[src/rtl/mem_arbiter.sv]
// mem_arbiter: round-robin arbiter sharing one memory between fetch and load/store, with bursts, range check and read timeout
module mem_arbiter #(
    parameter int DEPTH   = 1000000,
    parameter int TIMEOUT = 64
) (
    input  logic        clock,
    input  logic        reset,
    input  logic        i_req,
    input  logic [31:0] i_addr,
    input  logic [1:0]  i_size,
    output logic        i_grant,
    output logic        i_rvalid,
    output logic        i_done,
    input  logic        d_req,
    input  logic        d_rw,
    input  logic [31:0] d_addr,
    input  logic [1:0]  d_size,
    input  logic [31:0] d_wdata,
    output logic        d_wtake,
    output logic        d_grant,
    output logic        d_rvalid,
    output logic        d_done,
    output logic [31:0] rdata,
    output logic        err,
    output logic [31:0] mem_address,
    output logic [31:0] mem_data_in,
    output logic [1:0]  mem_access_size,
    output logic        mem_rw,
    output logic        mem_enable,
    output logic        mem_wvalid,
    input  logic        mem_busy,
    input  logic [31:0] mem_data_out,
    input  logic        mem_rvalid
);
    localparam int IW = $clog2(TIMEOUT) + 1;
    typedef enum logic [2:0] {IDLE, REJ, CMD, WBURST, RBURST, DONE} state_t;
    state_t        state;
    logic          port, rr_d, fin;
    logic [3:0]    last_r, beat;
    logic [IW-1:0] idle;
    logic          pick_d, range_bad;
    logic [31:0]   req_addr;
    logic [1:0]    req_size;
    logic [3:0]    req_last;
    always_comb begin
        pick_d    = d_req && (!i_req || rr_d);
        req_addr  = pick_d ? d_addr : i_addr;
        req_size  = pick_d ? d_size : i_size;
        req_last  = req_size == 2'd0 ? 4'd0 : req_size == 2'd1 ? 4'd3 : req_size == 2'd2 ? 4'd7 : 4'd15;
        range_bad = ({1'b0, req_addr} + ((33'(req_last) + 33'd1) << 2)) > 33'(DEPTH);
    end
    assign mem_data_in = mem_wvalid ? d_wdata : 32'd0;
    // port: 1 = load/store owns the current transaction; fin marks the last read beat already shown
    always_ff @(posedge clock) begin
        if (reset) begin
            state <= IDLE;
            port <= 1'b0;
            rr_d <= 1'b1;
            fin <= 1'b0;
            last_r <= 4'd0;
            beat <= 4'd0;
            idle <= '0;
            i_grant <= 1'b0;
            i_rvalid <= 1'b0;
            i_done <= 1'b0;
            d_wtake <= 1'b0;
            d_grant <= 1'b0;
            d_rvalid <= 1'b0;
            d_done <= 1'b0;
            rdata <= 32'd0;
            err <= 1'b0;
            mem_address <= 32'd0;
            mem_access_size <= 2'd0;
            mem_rw <= 1'b0;
            mem_enable <= 1'b0;
            mem_wvalid <= 1'b0;
        end else begin
            i_grant <= 1'b0;
            i_rvalid <= 1'b0;
            i_done <= 1'b0;
            d_wtake <= 1'b0;
            d_grant <= 1'b0;
            d_rvalid <= 1'b0;
            d_done <= 1'b0;
            err <= 1'b0;
            mem_enable <= 1'b0;
            mem_wvalid <= 1'b0;
            case (state)
                IDLE: if (!mem_busy && (i_req || d_req)) begin
                    port <= pick_d;
                    mem_address <= {req_addr[31:2], 2'b00};
                    mem_access_size <= req_size;
                    mem_rw <= pick_d && d_rw;
                    last_r <= req_last;
                    if (range_bad) begin
                        state <= REJ;
                        i_done <= !pick_d;
                        d_done <= pick_d;
                        err <= 1'b1;
                    end else begin
                        state <= CMD;
                        mem_enable <= 1'b1;
                        i_grant <= !pick_d;
                        d_grant <= pick_d;
                        mem_wvalid <= pick_d && d_rw;
                        d_wtake <= pick_d && d_rw;
                    end
                end
                REJ: state <= IDLE;
                CMD: begin
                    beat <= mem_rw ? 4'd1 : 4'd0;
                    idle <= '0;
                    fin <= 1'b0;
                    if (!mem_rw) state <= RBURST;
                    else if (last_r == 4'd0) begin
                        state <= DONE;
                        d_done <= 1'b1;
                    end else begin
                        state <= WBURST;
                        mem_wvalid <= 1'b1;
                        d_wtake <= 1'b1;
                    end
                end
                WBURST: if (beat == last_r) begin
                    state <= DONE;
                    d_done <= 1'b1;
                end else begin
                    beat <= beat + 4'd1;
                    mem_wvalid <= 1'b1;
                    d_wtake <= 1'b1;
                end
                RBURST: if (fin) begin
                    state <= DONE;
                    i_done <= !port;
                    d_done <= port;
                end else if (mem_rvalid) begin
                    rdata <= mem_data_out;
                    i_rvalid <= !port;
                    d_rvalid <= port;
                    idle <= '0;
                    if (beat == last_r) fin <= 1'b1;
                    else beat <= beat + 4'd1;
                end else if (idle == IW'(TIMEOUT - 1)) begin
                    state <= DONE;
                    i_done <= !port;
                    d_done <= port;
                    err <= 1'b1;
                end else idle <= idle + IW'(1);
                DONE: begin
                    state <= IDLE;
                    rr_d <= !port;
                end
                default: state <= IDLE;
            endcase
        end
    end
endmodule

[config.mk]
export PLATFORM = sky130hd
export DESIGN_NAME = mem_arbiter
export DESIGN_NICKNAME = d
export VERILOG_FILES = /design/src/rtl/mem_arbiter.sv
export SDC_FILE = /design/constraint.sdc
export NUM_CORES = 1
export LEC_CHECK = 0
export CAP_MARGIN = 0
export CORE_UTILIZATION = 43
export DETAILED_ROUTE_END_ITERATION = 8
export PLACE_DENSITY = 0.82
export REMOVE_ABC_BUFFERS = 1
export SYNTH_ARGS = -nofsm -noshare
export SYNTH_HDL_FRONTEND = slang
export SYNTH_SLANG_ARGS = --single-unit
[constraint.sdc]
create_clock -name clock -period 5.5 [get_ports clock]
set_input_delay 1.1 -clock clock [delete_from_list [all_inputs] [get_ports clock]]
set_output_delay 1.1 -clock clock [all_outputs]
set_load 0.02 [all_outputs]
==> impl_metrics.ini <==
[power]
p_int_w = 0.00121
design_power_total_w = 0.00172
switching_share_pct = 29.5
p_leak_nw = 3.01
switching_power_w = 0.000508
p_seq_share_pct = 41.7
power_frac_clock_pct = 36.6
power_density_nw_per_um2 = 206
pwr-share-comb_pct = 21.8
vdd_drop_max_mv = 0.139

[finish]
multiInputGateArea_um2 = 3430
diodes = 0
post-route-util_pct = 66.5
final-seq-area_um2 = 1880
syn_to_final_growth_pct = 51.3
fin_cells = 1123
n_fill_cell = 1101
drive_above_1_share_pct = 4.94
final_nets = 1092

[worst_setup_path]
r2r-start = rr_d$_SDFFE_PP1N_
end_kind = register
regToRegSetupSlack_ns = 1.36
cp_max_fo = 9
slowest_stage = clkdlybuf4s50_1
slowest_delay_ns = 0.45
reg2reg_depth = 15
worstSetupStartpointType = primary input
critPathKind = primary input to register
crit_path_cell_trace = clkdlybuf4s50_1 -> and2b_4 -> nor2_8 -> mux2i_1 -> and2_1 -> ha_1 -> ha_1 -> a211oi_1 -> o21bai_2 -> o21ai_1 -> nor2_1 -> mux2i_1 -> a31oi_1 -> nor4_4 -> o311ai_4 -> a41o_1
crit_path_end = i_done$_SDFF_PP0_
cp-startpoint = i_req
worst_ep_required_time_ns = 5.74
arrival_ns = 5.21
rr_endpoint = i_done$_SDFF_PP0_

[worst_hold_path]
hp-class = register to register
hold_path_depth = 2

[floorplanning]
core-area_um2 = 12600
dieWidth_um = 115
rows = 41
io_pins = 248
die_area_um2 = 13300
start_util_pct = 44.0
die_height_um = 115

[synth]
synth_top_cells_by_area = dfxtp_1, nand2_1, a21oi_1
synth-simple-area-share_pct = 29.7
synth.avg_cell_area_um2 = 7.60
synth_cell_type_count = 75
synth_top_family_by_area = simple AND/OR/NAND/NOR gates
synthAdderAreaFrac_pct = 1.59
synth_largest_area_cell = dfxtp_1
synth-edff-count = 0
ys_async_sr_fraction_pct = 0
yosysTopAreaCellShare_pct = 34.1
synthesis.instances = 727
synth-xor-area-share_pct = 2.70
ys_warn_count = 0
synth_area_um2 = 5520
ys.flop_type = dfxtp_1
ys_seq_elements = 94
ys_seq_area_share_pct = 34.1
synthMuxAreaShare_pct = 4.35
synth_compound_area_share_pct = 23.4

[global_routing]
antenna_found_initial = 0
grt_pass1_wl_mm = 26.3
grt_use_total_pct = 25.0
first_global_vias = 5255
grt_max_degree = 53
grt.overflow.total = 0

[routing]
final_antenna_net_count = 0
avgRoutedWirePerCell_um = 15.4
drtPass1Iterations = 5
finalWirelength_mm = 17.2
drtIter0Drc = 331
routed-via-count = 6100
drcViolationCount = 0
viasPerCell = 5.43

[placed_design]
port_buffers = 245
gp_congestion = 0.862
dp.cells = 1107
place_hpwl_mm = 12.8

[clock_network]
numClockSinks = 94
cts_hold_buffers = 0
root_buffer = clkbuf_16
cts_resized = 0
cts_tree = built
cts_setup_buffers = 0
htree_num_levels = 3
clk_pin_slew_ns = 0.07
clk_path_buf_depth = 2
cts_buffers = 9
insertion_delay_ns = 0.35

[status]
status = finished clean

[flow_run]
maxCapViolations = 0

[sta]
clock.fmax_mhz = 201
whs_ns = 0.455
skew_ns = 0.0109
rsz0062_at_grt = no
final_max_slew_viol_count = 0
period_needed_ns = 4.96
setup-violations-final = 0
finalHoldViolations = 0
slew_headroom_pct = 20.9
worst_slew_pin_slew_ns = 1.18
period_share_pct = 90.3
==> cell families (layout without fill, tap and decap cells) <==
group / after synthesis / in the layout
and+or+nand+nor: 348 / 348
xor gates and xnor gates: 17 / 17
AOI/OAI and AO/OA: 184 / 184
DFF: 94 / 94
adders and majority gates: 7 / 7
buffers and inverters: 53 / 276
other: 1 / 2
muxes: 23 / 23
==> power by group through the flow <==
| stage | Sequential (W) | Combinational [W] | Clock (W) |
|---|---|---|---|
| 3_3_place_gp | 0.000733 | 0.000369 | 0 |
| 3_5_place_dp | 0.000733 | 0.000371 | 0 |
| 2_1_floorplan | 0.000757 | 0.000147 | 0 |
| 5_1_grt | 0.000720 | 0.000405 | 0.000669 |
| 6_report | 0.000717 | 0.000375 | 0.000630 |
| 4_1_cts | 0.000718 | 0.000374 | 0.000638 |
==> how the worst min path moves through the flow <==
| stage | start | to | slack [ns] |
|---|---|---|---|
| 2_1_floorplan | rr_d$_SDFFE_PP1N_ | rr_d$_SDFFE_PP1N_ | 0.44 |
| 3_3_place_gp | rdata[20]$_SDFFE_PP0P_ | rdata[20]$_SDFFE_PP0P_ | 0.44 |
| 3_5_place_dp | rdata[14]$_SDFFE_PP0P_ | rdata[14]$_SDFFE_PP0P_ | 0.45 |
| 4_1_cts | rdata[25]$_SDFFE_PP0P_ | rdata[25]$_SDFFE_PP0P_ | 0.46 |
| 5_1_grt | rdata[14]$_SDFFE_PP0P_ | rdata[14]$_SDFFE_PP0P_ | 0.47 |
| 6_report | rdata[17]$_SDFFE_PP0P_ | rdata[17]$_SDFFE_PP0P_ | 0.45 |
==> final cells by class <==
| class | instances | area share, % |
|---|---|---|
| Multi-Input combinational cell | 581 | 41.0 |
| Clock inverter | 7 | 0.958 |
| Inverter | 8 | 0.359 |
| Tap cell | 172 | 2.57 |
| Sequential cell | 94 | 22.5 |
| Timing Repair Buffer | 252 | 29.9 |
| Clock buffer | 9 | 2.69 |
==> through the flow <==
stage	area (um2)	setup slack [ns]	TNS [ns]
detailed placement	8060	0.177	0
global placement	8060	0.315	0
floorplan	5330	-1.62	-53.12
global route	8360	0.147	0
CTS	8360	0.532	0
finish	8360	0.536	0
==> critical path, delay by kind of cell <==
kind,cells,cell delay (ns)
AOI/OAI and AO/OA,6,1.26
and+or+nand+nor,5,1.25
adders and majority gates,2,0.57
muxes,2,0.56
buffers and inverters,1,0.45
==> cells in the final DEF (no fill, tap or decap), types with 6 or more instances in the layout <==
cell type,n
a211oi_1,20
a21oi_1,63
a311oi_1,14
a31oi_1,10
and2_1,38
buf_4,7
clkbuf_16,9
clkdlybuf4s50_1,244
dfxtp_1,94
ha_1,7
inv_1,8
mux2i_1,18
nand2_1,145
nand2b_1,7
nand3_1,26
nand4_1,7
nor2_1,66
nor3_1,25
nor3b_1,6
o21a_1,6
o21ai_0,16
o21ai_1,6
xnor2_1,6
xor2_1,11
==> synthesized netlist by cell type (5+ instances only) <==
master / count
clkbuf_1: 35
nand2b_1: 7
nor2b_1: 5
xnor2_1: 6
nand4_1: 7
nor2_1: 66
a211oi_1: 20
and2_1: 38
inv_1: 8
ha_1: 7
nor3_1: 25
xor2_1: 11
nand3_1: 26
a21oi_1: 63
o21ai_1: 6
a31oi_1: 10
nand2_1: 145
o21ai_0: 16
a311oi_1: 14
mux2i_1: 18
o21a_1: 6
buf_2: 5
and3_1: 5
dfxtp_1: 94
nor3b_1: 6
==> sequential cells by signal, indices dropped and copies added (netlist names), 2 cells and up <==
name	count
beat	4
idle	7
last_r	3
mem_access_size	2
mem_address	30
rdata	32
state	3
==> layer usage <==
metal,global-route usage (%),vias up,share of wire [%]
met4,6.58,0,1.4
met3,5.85,25,7.7
met2,45.0,234,50
met5,0,-,0
met1,29.7,2808,41
li1,-,3033,-
No activity file was read; power rests on OpenSTA's default activity.
